[src/rtl/virtual_point_reader.sv]
// Walks every virtual point once per frame: reads its scalars and colour from the provider,
// maps it through the latched tracking points, and hands it downstream over valid/ready.
module virtual_point_reader #(
    parameter int N_TRACKING_POINTS = 4,
    parameter int N_VIRTUAL_POINTS  = 48,
    parameter int READ_LATENCY      = 2
) (
    input  logic                                  clk_in,
    input  logic                                  rst_in,
    input  logic                                  frame_start,
    input  logic [N_TRACKING_POINTS-1:0][10:0]    tracking_x,
    input  logic [N_TRACKING_POINTS-1:0][9:0]     tracking_y,
    input  logic [N_TRACKING_POINTS-2:0][15:0]    point_scalars,
    input  logic [3:0]                            point_color,
    output logic                                  next_point,
    output logic                                  out_valid,
    input  logic                                  out_ready,
    output logic [10:0]                           out_x,
    output logic [9:0]                            out_y,
    output logic [3:0]                            out_color,
    output logic                                  out_last,
    output logic                                  busy
);

    localparam int TW = $clog2(N_TRACKING_POINTS);
    localparam int IW = (N_VIRTUAL_POINTS > 1) ? $clog2(N_VIRTUAL_POINTS) : 1;
    localparam int CW = 8;

    typedef enum logic [2:0] {IDLE, WAIT, MAC, EMIT, PULSE} state_t;

    state_t                                 state_q;
    logic [CW-1:0]                          cnt_q;
    logic [IW-1:0]                          idx_q;
    logic [N_TRACKING_POINTS-1:0][10:0]     trackX_q;
    logic [N_TRACKING_POINTS-1:0][9:0]      trackY_q;
    logic [N_TRACKING_POINTS-2:0][15:0]     scalars_q;
    logic [3:0]                             color_q;
    logic signed [31:0]                     accX_q;
    logic signed [31:0]                     accY_q;

    logic                                   nextPoint_q;
    logic                                   outValid_q;
    logic [10:0]                            outX_q;
    logic [9:0]                             outY_q;
    logic [3:0]                             outColor_q;
    logic                                   outLast_q;
    logic                                   busy_q;

    logic [TW-1:0]                          scalIdx;
    logic [TW-1:0]                          termIdx;
    logic signed [11:0]                     diffX;
    logic signed [11:0]                     diffY;
    logic signed [27:0]                     scalExt;
    logic signed [27:0]                     prodX;
    logic signed [27:0]                     prodY;
    logic signed [31:0]                     accXNext;
    logic signed [31:0]                     accYNext;
    logic signed [32:0]                     sumX;
    logic signed [32:0]                     sumY;
    logic [10:0]                            clampX;
    logic [9:0]                             clampY;

    // MAC cycle k adds term j = k+1, weighted by scalar k, relative to tracking point 0.
    always_comb begin
        scalIdx  = cnt_q[TW-1:0];
        termIdx  = scalIdx + TW'(1);
        diffX    = signed'({1'b0, trackX_q[termIdx]}) - signed'({1'b0, trackX_q[0]});
        diffY    = signed'({2'b00, trackY_q[termIdx]}) - signed'({2'b00, trackY_q[0]});
        scalExt  = 28'(signed'(scalars_q[scalIdx]));
        prodX    = scalExt * 28'(diffX);
        prodY    = scalExt * 28'(diffY);
        accXNext = accX_q + 32'(prodX);
        accYNext = accY_q + 32'(prodY);
        sumX     = signed'({22'd0, trackX_q[0]}) + 33'(accXNext >>> 14);
        sumY     = signed'({23'd0, trackY_q[0]}) + 33'(accYNext >>> 14);
        clampX   = sumX[10:0];
        if (sumX < 0) begin
            clampX = 11'd0;
        end else if (sumX > 33'sd2047) begin
            clampX = 11'd2047;
        end
        clampY   = sumY[9:0];
        if (sumY < 0) begin
            clampY = 10'd0;
        end else if (sumY > 33'sd1023) begin
            clampY = 10'd1023;
        end
    end

    always_ff @(posedge clk_in) begin
        if (rst_in) begin
            state_q     <= IDLE;
            cnt_q       <= '0;
            idx_q       <= '0;
            trackX_q    <= '0;
            trackY_q    <= '0;
            scalars_q   <= '0;
            color_q     <= '0;
            accX_q      <= '0;
            accY_q      <= '0;
            nextPoint_q <= 1'b0;
            outValid_q  <= 1'b0;
            outX_q      <= '0;
            outY_q      <= '0;
            outColor_q  <= '0;
            outLast_q   <= 1'b0;
            busy_q      <= 1'b0;
        end else begin
            nextPoint_q <= 1'b0;
            case (state_q)
                IDLE: begin
                    if (frame_start) begin
                        trackX_q <= tracking_x;
                        trackY_q <= tracking_y;
                        idx_q    <= '0;
                        cnt_q    <= '0;
                        busy_q   <= 1'b1;
                        state_q  <= WAIT;
                    end
                end
                WAIT: begin
                    if (cnt_q == CW'(READ_LATENCY - 1)) begin
                        scalars_q <= point_scalars;
                        color_q   <= point_color;
                        accX_q    <= '0;
                        accY_q    <= '0;
                        cnt_q     <= '0;
                        state_q   <= MAC;
                    end else begin
                        cnt_q <= cnt_q + 1'b1;
                    end
                end
                MAC: begin
                    accX_q <= accXNext;
                    accY_q <= accYNext;
                    if (cnt_q == CW'(N_TRACKING_POINTS - 2)) begin
                        outX_q     <= clampX;
                        outY_q     <= clampY;
                        outColor_q <= color_q;
                        outLast_q  <= (idx_q == IW'(N_VIRTUAL_POINTS - 1));
                        outValid_q <= 1'b1;
                        cnt_q      <= '0;
                        state_q    <= EMIT;
                    end else begin
                        cnt_q <= cnt_q + 1'b1;
                    end
                end
                EMIT: begin
                    if (out_ready) begin
                        outValid_q  <= 1'b0;
                        nextPoint_q <= 1'b1;
                        state_q     <= PULSE;
                    end
                end
                PULSE: begin
                    // The final pulse wraps the provider back to point 0.
                    outLast_q <= 1'b0;
                    cnt_q     <= '0;
                    if (outLast_q) begin
                        idx_q   <= '0;
                        busy_q  <= 1'b0;
                        state_q <= IDLE;
                    end else begin
                        idx_q   <= idx_q + 1'b1;
                        state_q <= WAIT;
                    end
                end
                default: begin
                    state_q <= IDLE;
                end
            endcase
        end
    end

    assign next_point = nextPoint_q;
    assign out_valid  = outValid_q;
    assign out_x      = outX_q;
    assign out_y      = outY_q;
    assign out_color  = outColor_q;
    assign out_last   = outLast_q;
    assign busy       = busy_q;

endmodule
[config.mk]
export PLATFORM = sky130hd
export DESIGN_NAME = virtual_point_reader
export DESIGN_NICKNAME = d
export VERILOG_FILES = /design/src/rtl/virtual_point_reader.sv
export SDC_FILE = /design/constraint.sdc
export NUM_CORES = 2
export LEC_CHECK = 0
export ABC_AREA = 1
export BUFFER_PORTS_ARGS = -buffer_cell sky130_fd_sc_hd__buf_2
export CORE_ASPECT_RATIO = 1.5
export CORE_MARGIN = 1.5
export CORE_UTILIZATION = 64
export CTS_CLUSTER_DIAMETER = 120
export DETAILED_ROUTE_END_ITERATION = 6
export HOLD_SLACK_MARGIN = 0.1
export PLACE_DENSITY = 0.81
export SYNTH_ARGS = -nofsm -noshare
export SYNTH_HDL_FRONTEND = slang
export SYNTH_SLANG_ARGS = --single-unit
[constraint.sdc]
create_clock -name clk_in -period 12.4 [get_ports clk_in]
set_input_delay 1.24 -clock clk_in [delete_from_list [all_inputs] [get_ports clk_in]]
set_output_delay 1.24 -clock clk_in [all_outputs]
set_load 0.1 [all_outputs]
==> impl_results.md <==
* Largest area contributor in the netlist: fa_1
* Upper clock frequency limit at 0.0869 GHz
* Dominant combinational cell family by area after synthesis: adder cells
* Crit path max-delay cell type: dfxtp_1
* Cell family with the largest share of critical-path delay: adder cells
* Largest net degree at the start of global routing at 89
* Arrival @ worst endpoint at 12000 ps
* Total met3 wirelength after detailed routing at 5380 um
* Most numerous cell on the critical path: nand2_1
* DRT Wirelength at 79300 um
* Initial antenna violation count at 3
* Final standard cell area without fillers at 31500 um^2
* Startpoint of the worst setup timing path: cnt_q[1]$_SDFFE_PP0P_
* # Max-Cap Violations at 0
* Die Span Y at 265 um
* Effective utilization at floorplan at 65.1%
* Routed length on met2 at 40700 um
* Congestion Overflow GR at 0
* Routability cong. at 0.938
* Layout overhead on the synthesized area at 7.44%
* Via total after detailed routing at 25700
* Number of H-tree levels at 1
* Worst setup EP type: flop
* Transition at the pin with the smallest max-transition slack at 1130 ps
* Count of buffering cells on the critical path with inverters included at 6
* Start-to-end type of the worst setup path: reg2reg
* Wirelength per Cell at 17.1 um
* Highest metal layer with signal wires: met5
* Num rows at 95
* Portion of netlist area occupied by mux cells at 0%
* Flip-flop and latch count after synthesis at 246
* Share of the cycle needed by the critical path after routing at 92.8%
* DRT antenna net count at 0
* Mean post-synth cell area at 7.43 um^2
* Drt initial violations at 1679
* Area share of and/or/nand/nor cells after synthesis at 21.9%
* Rel. slew slack at 24.3%
* R2r startpoint: cnt_q[1]$_SDFFE_PP0P_
* Via count of the first global-routing pass at 26400
* Critical path required time at 12890 ps
* Detailed placement HPWL at 63800 um
* Routed metal-1 wire length at 29500 um
* Global-route wire length before repair at 129000 um
* Setup clock skew after layout at 28.0 ps
* TritonRoute pass-1 iters at 6
* I/O pin cnt at 169
* Utilization after layout at 70.0%
* Setup repair after global routing missed its margin: no
* Run status: completed
* Post-CTS Setup Bufs at 0
* Setup violation total in the final timing report at 0
* Path type of the worst min-delay path: reg2reg
* Startpoint type of the worst setup path: flop
* Sequential-to-total area share from yosys stat at 16.8%
* Number of enable flip-flop cells after synthesis at 0
* Root Driver: clkbuf_16
* Number of buffers created by CTS at 26
* Number of unique standard cell types used by synthesis at 49
* Clock transition time at the flip-flop clock pins of the worst setup and hold paths at 70 ps
* Most used flip-flop cell after synthesis: dfxtp_1
* Net count after synthesis at 4737
* Proportion of netlist area held by the largest area contributor at 30.0%
* Slew Viols, Final at 0
* Highest cell delay on the worst timing path at 780 ps
* Post-Syn Instances at 3949
* DRC violation count after routing at 0
* Hold violation total from the final report at 0
* Cell area after technology mapping at 29300 um^2
* Fraction of the mapped netlist area in compound gates at 9.10%
* Biggest fanout along the worst timing path at 23
* # port buffers at 168
* Top cells by area in the synthesized netlist: fa_1, dfxtp_1, nand2_1, inv_1, ha_1
* Share of synthesized cell area in full adder, half adder and majority cells at 38.9%
* Async set or reset register ratio after synthesis at 0%
* Via density at 5.55
* Minimum period implied by the final worst setup slack at 11510 ps
* Hold path start: trackY_q[30]$_SDFFE_PP0P_
* CTS tree: done
* Core Area at 45000 um^2
* Total global-route track usage at 34.8%
* Synthesis Warnings at 0
* Sinks on the clock net at 246
* Fraction of layout instances using a drive strength above 1 at 7.85%
* Skew-Pair Late Insertion Delay at 570 ps
* Final setup TNS at 0 ps
* Hold-fix buffers, CTS at 0
* Net total in the final layout at 4821
* Placed Instance Area at 30600 um^2
* Horiz. Die Dim at 178 um
* Die Area at 47200 um^2
* Parity-gate share of the synthesized area counting xor and xnor cells at 1.70%
* Largest buffer count on any clock path at 3
## tightest hold or removal path: stages (launching register included)
cell     delay, ps
dfxtp_1        300
inv_1           60
a21oi_1         50
## flip-flops by register name, indices dropped and copies added (netlist names), 6 cells and up
name,cells
trackX_q,44
out_y,10
trackY_q,40
out_x,11
accY_q,32
accX_q,32
cnt_q,8
idx_q,6
scalars_q,48
## timing repair
action,4_1_cts,5_1_grt
hold endpoints to repair,0,0
gates resized for setup,0,2
setup endpoints to repair,0,11
## routing by layer
metal / track usage (%) / vias up
met5: 0 / -
met1: 41.0 / 12400
li1: - / 12100
met2: 61.7 / 989
met3: 5.39 / 240
met4: 16.0 / 2
## area by class of cell
cell class / count / area, um^2
antenna: 3 / 7.51
timing repair buffer: 188 / 993
fill: 3733 / 13500
multi-input combinational: 2798 / 21000
sequential: 246 / 4930
clock buffer: 30 / 697
tap: 582 / 728
clock inverter: 17 / 233
inverter: 773 / 2900
## layout by cell type (no fill, tap or decap), types with 4 or more instances in the layout
cell type / instances
buf_4: 21
a21oi_2: 9
o21a_1: 4
xnor2_1: 32
nand4_1: 23
a21oi_1: 272
inv_1: 758
xor2_1: 25
nand2_1: 966
o22ai_1: 20
buf_2: 167
a31oi_1: 11
inv_2: 6
clkbuf_16: 27
nor2_1: 406
nor2_2: 11
o21ai_0: 166
clkinv_1: 9
nor2_4: 5
dfxtp_1: 245
nand3b_1: 5
bufinv_16: 4
ha_1: 207
o21ai_1: 6
nand2_2: 24
o21bai_1: 6
or2_2: 16
nand3_2: 6
fa_1: 440
nand3_1: 92
nor3_1: 17
## cell usage after synthesis, drive strengths merged, types with 3 or more instances
library cell    n
nand2         991
inv           764
fa            440
nor2          422
a21oi         282
dfxtp         246
ha            208
o21ai         173
clkbuf        124
nand3          99
xnor2          32
xor2           25
nand4          23
o22ai          20
nor3           18
or2            17
a31oi          11
clkinv          9
buf             8
o21bai          6
nand3b          5
o21a            4
a21o            3
and2            3
and3            3
nor4            3
## cells by family after synthesis
family	after synthesis
compound gates	506
xor+xnor	57
fa+ha+maj	648
buf+inv	905
flops	246
simple gates	1587
## per-stage QoR
stage               setup slack [ps]  hold WS [ps]  cells
finish                           889           457   4637
detailed placement               766           446   4587
global route                     117           472   4635
floorplan                       2410           424   3949
global placement                1040           436   4587
CTS                              697           456   4634
## final timing paths
kind | endpoint | slack [ps] | cells past startpoint
worst max-delay path | out_x[0]$_SDFFE_PP0P_ | 890 | 48
worst min-delay path | trackY_q[30]$_SDFFE_PP0P_ | 460 | 2
worst min register to register | trackY_q[30]$_SDFFE_PP0P_ | 460 | 2
worst max register to register | out_x[0]$_SDFFE_PP0P_ | 890 | 48
Power is not shown: default switching activity piles up to over one toggle a cycle in this logic, so the estimate is an artifact.
